<file path="config.mk">
export PLATFORM = sky130hd
export DESIGN_NAME = spi_slave
export DESIGN_NICKNAME = d
export VERILOG_FILES = /design/src/rtl/spi_ram_pkg.sv /design/src/rtl/spi_slave.sv
export SDC_FILE = /design/constraint.sdc
export NUM_CORES = 1
export LEC_CHECK = 0
export BUFFER_PORTS_ARGS = -buffer_cell sky130_fd_sc_hd__buf_2
export CELL_PAD_IN_SITES_DETAIL_PLACEMENT = 1
export CELL_PAD_IN_SITES_GLOBAL_PLACEMENT = 1
export CORE_MARGIN = 1
export CORE_UTILIZATION = 40
export DETAILED_ROUTE_END_ITERATION = 10
export PLACE_DENSITY = 0.82
export SETUP_SLACK_MARGIN = 0.5
export SLEW_MARGIN = 10
export SYNTH_ARGS = -nofsm -noshare
export SYNTH_HDL_FRONTEND = slang
export SYNTH_SLANG_ARGS = --single-unit
</file>
<file path="constraint.sdc">
create_clock -name clk -period 3.2 [get_ports clk]
set_input_delay 0.16 -clock clk [delete_from_list [all_inputs] [get_ports clk]]
set_output_delay 0.16 -clock clk [all_outputs]
set_load 0.01 [all_outputs]
</file>
<file path="src/rtl/spi_ram_pkg.sv">
// Shared sizes, state encoding and command helpers for the SPI slave and the RAM it drives.
package spi_ram_pkg;

  localparam int INST_SIZE = 16;
  localparam int DATA_SIZE = 8;
  localparam int ADDR_SIZE = 7;
  localparam int MEM_DEPTH = 128;

  typedef enum logic [2:0] {
    IDLE,
    RECV,
    WAIT_RD,
    SEND,
    DONE
  } state_e;

  // Command word: [15] = 1 write / 0 read, [14:8] = address, [7:0] = write data.
  function automatic logic cmd_is_write(input logic [INST_SIZE-1:0] cmd);
    return cmd[INST_SIZE-1];
  endfunction

endpackage

</file>
<file path="src/rtl/spi_slave.sv">
// SPI slave: collects a 16-bit command from MOSI and, for reads, returns one byte on MISO.
// Optional read timeout in WAIT_RD is enabled by defining SPI_RD_TIMEOUT_EN.
module spi_slave #(
  parameter int INST_SIZE  = spi_ram_pkg::INST_SIZE,
  parameter int DATA_SIZE  = spi_ram_pkg::DATA_SIZE,
  parameter int RD_TIMEOUT = 4
) (
  input  logic                 clk,
  input  logic                 rst_n,
  input  logic                 SS_n,
  input  logic                 MOSI,
  output logic                 MISO,
  output logic [INST_SIZE-1:0] rx_data,
  output logic                 rx_valid,
  input  logic [DATA_SIZE-1:0] tx_data,
  input  logic                 tx_valid
);
  import spi_ram_pkg::*;

  localparam int CNT_W = $clog2(INST_SIZE);
  // The 16th bit is merged combinationally on capture, so only 15 bits need storing.
  localparam int SH_W  = INST_SIZE - 1;

  state_e               state_q, state_d;
  logic [CNT_W-1:0]     cnt_q, cnt_d;
  logic [SH_W-1:0]      shift_q, shift_d;
  logic [INST_SIZE-1:0] rx_data_q, rx_data_d;
  logic [INST_SIZE-1:0] rx_word;
  logic                 rx_valid_q, rx_valid_d;
  logic                 miso_q, miso_d;
  logic                 abort;

`ifdef SPI_RD_TIMEOUT_EN
  localparam int TO_W = (RD_TIMEOUT > 1) ? $clog2(RD_TIMEOUT) : 1;
  logic [TO_W-1:0]      timeout_q, timeout_d;
`endif

  assign rx_word = {shift_q, MOSI};
  assign abort   = SS_n && (state_q == RECV || state_q == WAIT_RD || state_q == SEND);

  always_comb begin
    state_d    = state_q;
    cnt_d      = cnt_q;
    shift_d    = shift_q;
    rx_data_d  = rx_data_q;
    rx_valid_d = 1'b0;
    miso_d     = 1'b0;
`ifdef SPI_RD_TIMEOUT_EN
    timeout_d  = '0;
`endif
    if (abort) begin
      state_d = IDLE;
      cnt_d   = '0;
      shift_d = '0;
    end else begin
      case (state_q)
        IDLE: begin
          if (!SS_n) begin
            shift_d = SH_W'(MOSI);
            cnt_d   = CNT_W'(1);
            state_d = RECV;
          end
        end
        RECV: begin
          shift_d = rx_word[SH_W-1:0];
          cnt_d   = cnt_q + 1'b1;
          if (cnt_q == CNT_W'(INST_SIZE - 1)) begin
            rx_data_d  = rx_word;
            rx_valid_d = 1'b1;
            cnt_d      = '0;
            state_d    = cmd_is_write(rx_word) ? DONE : WAIT_RD;
          end
        end
        WAIT_RD: begin
          // rx_valid_q marks the first WAIT_RD cycle, where tx_valid may be stale.
          if (!rx_valid_q) begin
            if (tx_valid) begin
              shift_d = SH_W'(tx_data);
              miso_d  = tx_data[DATA_SIZE-1];
              cnt_d   = '0;
              state_d = SEND;
            end
`ifdef SPI_RD_TIMEOUT_EN
            else if (timeout_q == TO_W'(RD_TIMEOUT - 1)) begin
              state_d = DONE;
            end else begin
              timeout_d = timeout_q + 1'b1;
            end
`endif
          end
        end
        SEND: begin
          if (cnt_q == CNT_W'(DATA_SIZE - 1)) begin
            cnt_d   = '0;
            shift_d = '0;
            state_d = DONE;
          end else begin
            miso_d  = shift_q[DATA_SIZE-2];
            shift_d = shift_q << 1;
            cnt_d   = cnt_q + 1'b1;
          end
        end
        DONE: begin
          if (SS_n) begin
            state_d = IDLE;
          end
        end
        default: begin
          state_d = IDLE;
          cnt_d   = '0;
          shift_d = '0;
        end
      endcase
    end
  end

  always_ff @(posedge clk or negedge rst_n) begin
    if (!rst_n) begin
      state_q    <= IDLE;
      cnt_q      <= '0;
      shift_q    <= '0;
      rx_data_q  <= '0;
      rx_valid_q <= 1'b0;
      miso_q     <= 1'b0;
`ifdef SPI_RD_TIMEOUT_EN
      timeout_q  <= '0;
`endif
    end else begin
      state_q    <= state_d;
      cnt_q      <= cnt_d;
      shift_q    <= shift_d;
      rx_data_q  <= rx_data_d;
      rx_valid_q <= rx_valid_d;
      miso_q     <= miso_d;
`ifdef SPI_RD_TIMEOUT_EN
      timeout_q  <= timeout_d;
`endif
    end
  end

  assign MISO     = miso_q;
  assign rx_data  = rx_data_q;
  assign rx_valid = rx_valid_q;

endmodule

</file>
==> metrics.txt, run 1 <==
fin. max-slew vios=0; most frequent cells in the layout=40 x dfrtp_1, 30 x buf_2, 11 x nor2_1; pin count of the biggest net entering global routing=41; cell row count=23; Area Growth Syn to Fin=16.41%; Max-Cap Viols=0; cell taking the most area after synthesis=dfrtp_1; Clock Skew=4.196 ps; Data arrival, critical path=2370 ps; RR Endpoint=shift_q[1]$_DFFE_PN0P_; Total Routing Usage GR=0.2042; crit path from=cnt_q[0]$_DFFE_PN0P_; Sw Pwr=0.0002200 W; Post-Route WL=3963 µm; R2R Setup Slk=1060 ps; Req. time, crit path=3440 ps; Post-CTS Setup Bufs=0; final layout net count=179; VDD IR max=0.2304 mV; clk buf depth=2; Design Area, Final=2068 µm²; Reg clk slew, reported paths=80 ps; HP Class=in -> reg; status=finished, final reports clean; Pint=0.0008030 W; fmax=467.8 MHz; Yosys warnings=0; Cells after Synth=133; crit path capture=shift_q[1]$_DFFE_PN0P_; number of H-tree levels=2; initial antenna violation count=0; setup violators final=0; leakage=1.063 nW; post-synthesis sequential area ratio=0.5634; number of global-route vias before repair=1320; Post-Syn Area=1777 µm²; placed cell area=1932 µm²; most common cell after layout, fill and taps aside=dfrtp_1; CTS tree=yes; # DRC=0; clock root cell=clkbuf_8; Buffers on Ports=30; Setup crit end kind=flop; Tightest Pin Transition=1156 ps; Gate power share=0.046; Vias=1236; Critical Path Fanout Max=14; DR WL/cell=18.35 µm; Synth Flop Type=dfrtp_1; FF-to-FF Start=cnt_q[0]$_DFFE_PN0P_; worst hold path depth=2; drt first pass iters=4; Worst slew margin=0.2291; CP startpoint kind=flop; Overflow after GRT=0; Hold Vio Cnt, Final=0; Netlist cell types=38; Via density=5.722; Yosys reg bits=40; min Tclk post-route=2138 ps; Syn Nets=147; ANT cells=0; clock buffer count from CTS=5; RSZ-0062 raised after global routing=no; Die ar.=4712 µm²; Synth Area per Inst=13.36 µm²; clock sinks=40; hold_buf cts=1; Post-DRT Antenna Nets=0; Synth area leaders=dfrtp_1 56%, mux2_4 7.6%, a221o_1 4.5%, a22o_1 4.4%, mux2_2 4.4%; global-route wire length before repair=6617 µm; Power Density=494.6 nW/µm²; CTS resizes=0; Async SR Flop Fraction=1.000; number of synthesized flops with an enable pin=0; Reg2Reg Depth=5; io pins=31; Reg power frac=0.508; Clock Latency Late Sink=300 ps; fin crit share=0.6681; setup_tns=0 ps; area share of the largest cell type after synthesis=0.5634; DRT iter0 DRCs=33; starting density of the core=0.4287; Clk network pwr share=0.446; Die Y-Extent=68.65 µm; core box area=4144 µm²; switching share of power=0.2151; Post-DP HPWL=2720 µm; Die W=68.65 µm; Placer Congestion=0.8721; layout cell share with drive strength beyond 1=0.3675; Critical Setup Path Class=reg -> reg
==> registers in the layout (all words and copies together), names as in the netlist <==
name and flops:
rx_valid 1, state_q 3, MISO 1, rx_data 16, shift_q 15, cnt_q 4
==> cells in the mapped netlist (2+ instances only) <==
cell     number
dfrtp_1      40
nor2_1       11
a22o_1        9
mux2_4        9
a221o_1       8
mux2_2        7
and3_1        6
a21oi_1       5
buf_4         3
nand2_1       3
buf_6         2
inv_1         2
inv_2         2
nor3b_1       2
==> logic make-up (layout without fill, tap and decap cells) <==
kind of cell	after synthesis	after routing	synth area share
buf+inv	11	44	0.04507
fa+ha+maj	1	1	0.007041
flops	40	40	0.5634
compound gates	31	31	0.1444
simple gates	33	33	0.1148
xor+xnor	1	1	0.004930
mux	16	16	0.1204
==> per-layer routing <==
metal / vias up / global-route usage / part of all wire / wire, µm
met5: - / 0 / 0 / 0
met4: 0 / 0.09896 / 0.025 / 98
met3: 11 / 0.06579 / 0.045 / 177
li1: 562 / - / - / -
met1: 627 / 0.2550 / 0.45 / 1772
met2: 36 / 0.3174 / 0.48 / 1915
==> per-stage QoR <==
step                instances  total power (W)    util  setup slack, ps  hold WS, ps
global route              216         0.001058  0.4991            952.4        64.84
finish                    216         0.001023  0.4991             1062        59.87
detailed placement        207        0.0005756  0.4662             1135        325.9
global placement          207        0.0005716  0.4662             1304        313.1
CTS                       216         0.001033  0.4991             1097        59.20
floorplan                 133        0.0005532       -             1471       -135.6
==> worst min path at each step <==
stage | slack (ps) | start | to
floorplan | -140 | rst_n | MISO$_DFF_PN0_
detailed placement | 330 | rst_n | rx_data[15]$_DFFE_PN0P_
finish | 60 | SS_n | state_q[2]$_DFFE_PN0P_
global placement | 310 | rst_n | rx_data[15]$_DFFE_PN0P_
CTS | 60 | SS_n | state_q[2]$_DFFE_PN0P_
global route | 60 | SS_n | state_q[2]$_DFFE_PN0P_
==> area by class of cell <==
class                   count  area, µm²
fillers                   448       2076
clock inverters             1      30.03
inverters                   4      15.01
repair buffers             32      167.7
well taps                  50      62.56
flip-flops and latches     40       1001
multi-input cells          82      695.7
clock buffers               7      96.34
==> critical path: stages (launching register included) <==
cell and delay (ps):
dfrtp_1 430, ha_1 260, nand2_2 120, nor2_1 50
a21oi_1 910, a221o_1 300
==> power groups by stage <==
| stage | Combinational, W | Sequential, W | Clock (W) |
|---|---|---|---|
| floorplan | 0.0000276 | 0.000526 | 0 |
| global placement | 0.0000434 | 0.000528 | 0 |
| detailed placement | 0.0000467 | 0.000529 | 0 |
| CTS | 0.0000476 | 0.000519 | 0.000466 |
| global route | 0.0000540 | 0.000520 | 0.000484 |
| finish | 0.0000468 | 0.000520 | 0.000456 |
No activity file was read; power rests on OpenSTA's default activity.
==> run 2, diff against run 1 <==
- clock period: 3.2 -> 2 ns (I/O delays scaled with it)
==> run 2 against run 1 <==
Design area up 13%. Combinational power rose to 2.6 times the previous value. Wire length up 20%. Worst hold slack worse by 51 ps.
==> metrics.txt, run 2 (synthesis gave the netlist of run 1 again) <==
status=finished, final reports clean; most common cell after layout, fill and taps aside=dfrtp_1; most frequent cells in the layout=36 x dfrtp_1, 31 x buf_2, 16 x mux2_4; Critical Setup Path Class=reg -> reg; clk buf depth=2; VDD IR max=0.4651 mV; clock buffer count from CTS=5; uppermost layer routed=met4; Tightest Pin Transition=884.8 ps; setup_tns=0 ps; crit-path cells=inv_4 > nand3b_4 > nor4_4 > buf_6 > mux2_4; Reg clk slew, reported paths=80 ps; HP Class=in -> reg; leakage=1.198 nW; Power Density=692.7 nW/µm²; Post-DP HPWL=2849 µm; clock root cell=clkbuf_8; Buffers on Ports=30; pin count of the biggest net entering global routing=41; Req. time, crit path=2190 ps; fmax=615.7 MHz; Die Y-Extent=68.65 µm; initial antenna violation count=0; starting density of the core=0.4287; Die ar.=4712 µm²; clock sinks=40; sum of buffers and inverters on the critical path=2; fin. max-slew vios=0; # DRC=0; Worst slew margin=0.4101; DR WL/cell=20.01 µm; Met1 Wirelength=2012 µm; cell row count=23; drt first pass iters=4; Hold Vio Cnt, Final=0; number of global-route vias before repair=1508; global-route wire length before repair=7410 µm; placed cell area=1957 µm²; final layout net count=201; Die W=68.65 µm; Clock Skew=9.570 ps; Clock Latency Late Sink=310 ps; Placer Congestion=0.8474; Vias=1361; Overflow after GRT=0; io pins=31; Data arrival, critical path=1810 ps; fin crit share=0.8121; Area Growth Syn to Fin=31.41%; ANT cells=0; Via density=5.718; Routed met3 length=194 µm; Design Area, Final=2335 µm²; setup violators final=0; WL met2=2412 µm; Post-Route WL=4762 µm; Post-DRT Antenna Nets=0; CP startpoint kind=flop; CP max stage cell=dfrtp_2; number of H-tree levels=2; CP peak stage delay=450 ps; Max-Cap Viols=0; Setup crit end kind=flop; core box area=4144 µm²; Critical Path Fanout Max=8; DRT iter0 DRCs=42; max reg flops=16; RSZ-0062 raised after global routing=yes; CTS tree=yes; largest delay contributor family on the critical path=flip-flops; layout cell share with drive strength beyond 1=0.5053; min Tclk post-route=1624 ps; Total Routing Usage GR=0.2232
## run 2: area by class of cell
class,count,area (µm²)
clock buffer,5,68.82
clock inverter,3,42.54
fill,445,1809
inverter,4,17.52
multi-input combinational,82,780.7
sequential,40,1006
tap,50,62.56
timing repair buffer,54,356.6
## run 2: path summary, 6_finish.rpt
path	start	to	cells after the start	slack (ps)
min in group asynchronous	rst_n	rx_data[15]$_DFFE_PN0P_	2	450
max in group asynchronous	rst_n	state_q[2]$_DFFE_PN0P_	2	940
setup / recovery	state_q[2]$_DFFE_PN0P_	rx_data[7]$_DFFE_PN0P_	5	380
hold reg to reg	rx_data[9]$_DFFE_PN0P_	rx_data[9]$_DFFE_PN0P_	1	510
setup reg to reg	state_q[2]$_DFFE_PN0P_	rx_data[7]$_DFFE_PN0P_	5	380
hold / removal	SS_n	state_q[2]$_DFFE_PN0P_	2	9
## run 2: metal layers
layer,global-route usage,vias up
met5,0,-
met4,0.09375,0
met3,0.04605,13
met2,0.4007,50
met1,0.2544,699
li1,-,599
## run 2: stage by stage
| step | power, W | cells | setup slack (ps) | hold slack, ps | util |
|---|---|---|---|---|---|
| 2_1_floorplan | 0.0008874 | 133 | 274.6 | -195.6 | - |
| 3_3_place_gp | 0.0009199 | 209 | 166.3 | 246.8 | 0.4722 |
| 3_5_place_dp | 0.0009271 | 209 | 58.15 | 267.1 | 0.4722 |
| 4_1_cts | 0.001608 | 232 | 359.9 | 14.86 | 0.5480 |
| 5_1_grt | 0.001665 | 238 | 307.6 | 8.259 | 0.5634 |
| 6_report | 0.001617 | 238 | 375.8 | 8.951 | 0.5634 |
## run 2: what timing repair did
item                       4_1_cts  5_1_grt
gates cloned                     3        0
buffers inserted                11        6
setup endpoints to repair       35       34
hold buffers                     1        0
gates resized for setup         25        6
hold endpoints to repair        40        0
pin swaps                       12        3
## run 2: worst register-to-register path: stages, from the launching register on
cell      delay (ps)
dfrtp_2          450
inv_4            100
nand3b_4         140
nor4_4           310
buf_6            220
mux2_4           310
## run 2: where the power goes
| group | switching [W] | leakage [nW] | total [W] | internal, W |
|---|---|---|---|---|
| registers | 0.0000140 | 0.546 | 0.000832 | 0.000818 |
| clock network | 0.000295 | 0.0541 | 0.000665 | 0.000369 |
| logic | 0.0000647 | 0.598 | 0.000121 | 0.0000561 |
| total | 0.000374 | 1.20 | 0.00162 | 0.00124 |
==> run 3, diff against run 2 <==
- PLACE_DENSITY: 0.82 -> 0.84
- clock period: 2 -> 1.4 ns (I/O delays scaled with it)
==> run 3 against run 2 <==
Critical path type unchanged. Sequential share of layout area down 3.0 points. Highest routed layer unchanged. Clock power up 52%. Clock skew down 1.2 ps. Via count up 2.8%. Critical path depth unchanged. Global-route usage up 1.6 points. Largest power group unchanged. Cell count up 7.6%. Clock-buffer cell count unchanged. Setup slack worse by 630 ps. Worst hold slack better by 11 ps. Design area up 7.0%. The flow now finishes with violations (setup timing).
==> metrics.txt, run 3 (synthesis gave the netlist of run 1 again) <==
status=complete, but fails checks; failing checks=setup timing; global-route wire length before repair=7714 µm; FILL cells=429; Critical Setup Path Class=reg -> reg; min Tclk post-route=1650 ps; Finished Layout Cells=256; Design Area, Final=2499 µm²; most frequent cells in the layout=39 x dfrtp_1, 32 x buf_4, 28 x buf_2; number of global-route vias before repair=1505; Final WS setup=-250.0 ps; Placer Congestion=0.7740; FF-to-FF Start=cnt_q[0]$_DFFE_PN0P_; placed cell area=2163 µm²; initial antenna violation count=0; Reg2Reg Depth=5; max reg flops=16; Worst slew margin=0.6524; Post-DRT Antenna Nets=0; ANT cells=0; RR Endpoint=rx_data[4]$_DFFE_PN0P_; crit path capture=rx_data[4]$_DFFE_PN0P_; io pins=31; Setup crit end kind=flop; Post-Route WL=4992 µm; largest delay contributor family on the critical path=flip-flops; Hold Vio Cnt, Final=0; clock sinks=40; Total Routing Usage GR=0.2389; DRT iter0 DRCs=94; R2R Setup Slk=-250 ps; Vias=1399; Die Y-Extent=68.65 µm; cell row count=23; Power Density=951.7 nW/µm²; register area=1002 µm²; CP max stage cell=dfrtp_1; Crit path depth=5; setup violators final=36; crit-path cells=ha_4 > nand2_4 > nor4_4 > buf_6 > mux2_4; fmax=606.1 MHz; Clock Skew=8.347 ps; HP Class=in -> reg; RSZ-0062 raised after global routing=yes; Max-Cap Viols=0; clock buffer count from CTS=5; leakage=1.292 nW; Reg clk slew, reported paths=90 ps; crit path from=cnt_q[0]$_DFFE_PN0P_; clk buf depth=2; CTS tree=yes; Multi-input gate area=779.5 µm²; Data arrival, critical path=1840 ps; clock root cell=clkbuf_8; Req. time, crit path=1590 ps; Die W=68.65 µm; fin. max-slew vios=0; Overflow after GRT=0; drt first pass iters=4; pin count of the biggest net entering global routing=41; Post-DP HPWL=3262 µm; VDD IR max=0.5290 mV; most common cell after layout, fill and taps aside=dfrtp_1; final layout net count=219; CP peak stage delay=420 ps; Buffers on Ports=30; Placed Instances=234; layout cell share with drive strength beyond 1=0.5340; DR WL/cell=19.50 µm; starting density of the core=0.4287; core box area=4144 µm²; # DRC=0; Via density=5.465; final total power=0.002378 W; Tightest Pin Transition=521.5 ps; Core Util, Final=0.6030; Clock Latency Late Sink=310 ps; Critical Path Fanout Max=7; sum of buffers and inverters on the critical path=1; hold slack=19.92 ps; Area Growth Syn to Fin=40.63%; Die ar.=4712 µm²; number of H-tree levels=2; CP startpoint kind=flop; fin crit share=1.179
## run 3: cell types whose count changed in the layout (fill, tap and decap cells not counted), sizes merged
cell,previous run,this run
clkinv,1,0
dlygate4sd3,1,2
buf,53,70
inv,4,5
## run 3: where the power goes
group	switching, W	internal, W
registers	0.0000172	0.00117
clock network	0.000469	0.000537
logic	0.0000952	0.0000913
total	0.000581	0.00180
## run 3: stage by stage
step	setup WS, ps	setup TNS [ps]
finish	-250.0	-5899
global route	-263.8	-6641
CTS	-212.8	-5541
floorplan	-325.4	-5613
global placement	-122.5	-2905
detailed placement	-207.3	-4943
## run 3: worst min path at each step
stage,slack [ps],from,endpoint,depth (start not counted)
finish,20,MOSI,rx_data[0]$_DFFE_PN0P_,2
global route,30,MOSI,rx_data[0]$_DFFE_PN0P_,2
CTS,20,MOSI,rx_data[0]$_DFFE_PN0P_,2
detailed placement,160,rst_n,rx_data[14]$_DFFE_PN0P_,2
global placement,150,rst_n,rx_data[15]$_DFFE_PN0P_,2
floorplan,-230,rst_n,MISO$_DFF_PN0_,0
## run 3: area by class of cell
| class | count | share of cell area |
|---|---|---|
| Clock buffer | 5 | 0.02754 |
| Timing Repair Buffer | 72 | 0.2088 |
| Multi-Input combinational cell | 82 | 0.3120 |
| Inverter | 4 | 0.007011 |
| Clock inverter | 3 | 0.01853 |
| Sequential cell | 40 | 0.4011 |
| Tap cell | 50 | 0.02504 |
## run 3: timing repair
action,CTS,global route
resized for setup,14,13
setup buffers,10,2
hold endpoints to repair,41,0
setup endpoints to repair,57,58
hold buffers,2,0
## run 3: layer usage
layer | track usage | share of wire
met1 | 0.2616 | 0.41
met3 | 0.05757 | 0.037
met2 | 0.4375 | 0.53
met5 | 0 | 0
met4 | 0.09635 | 0.022
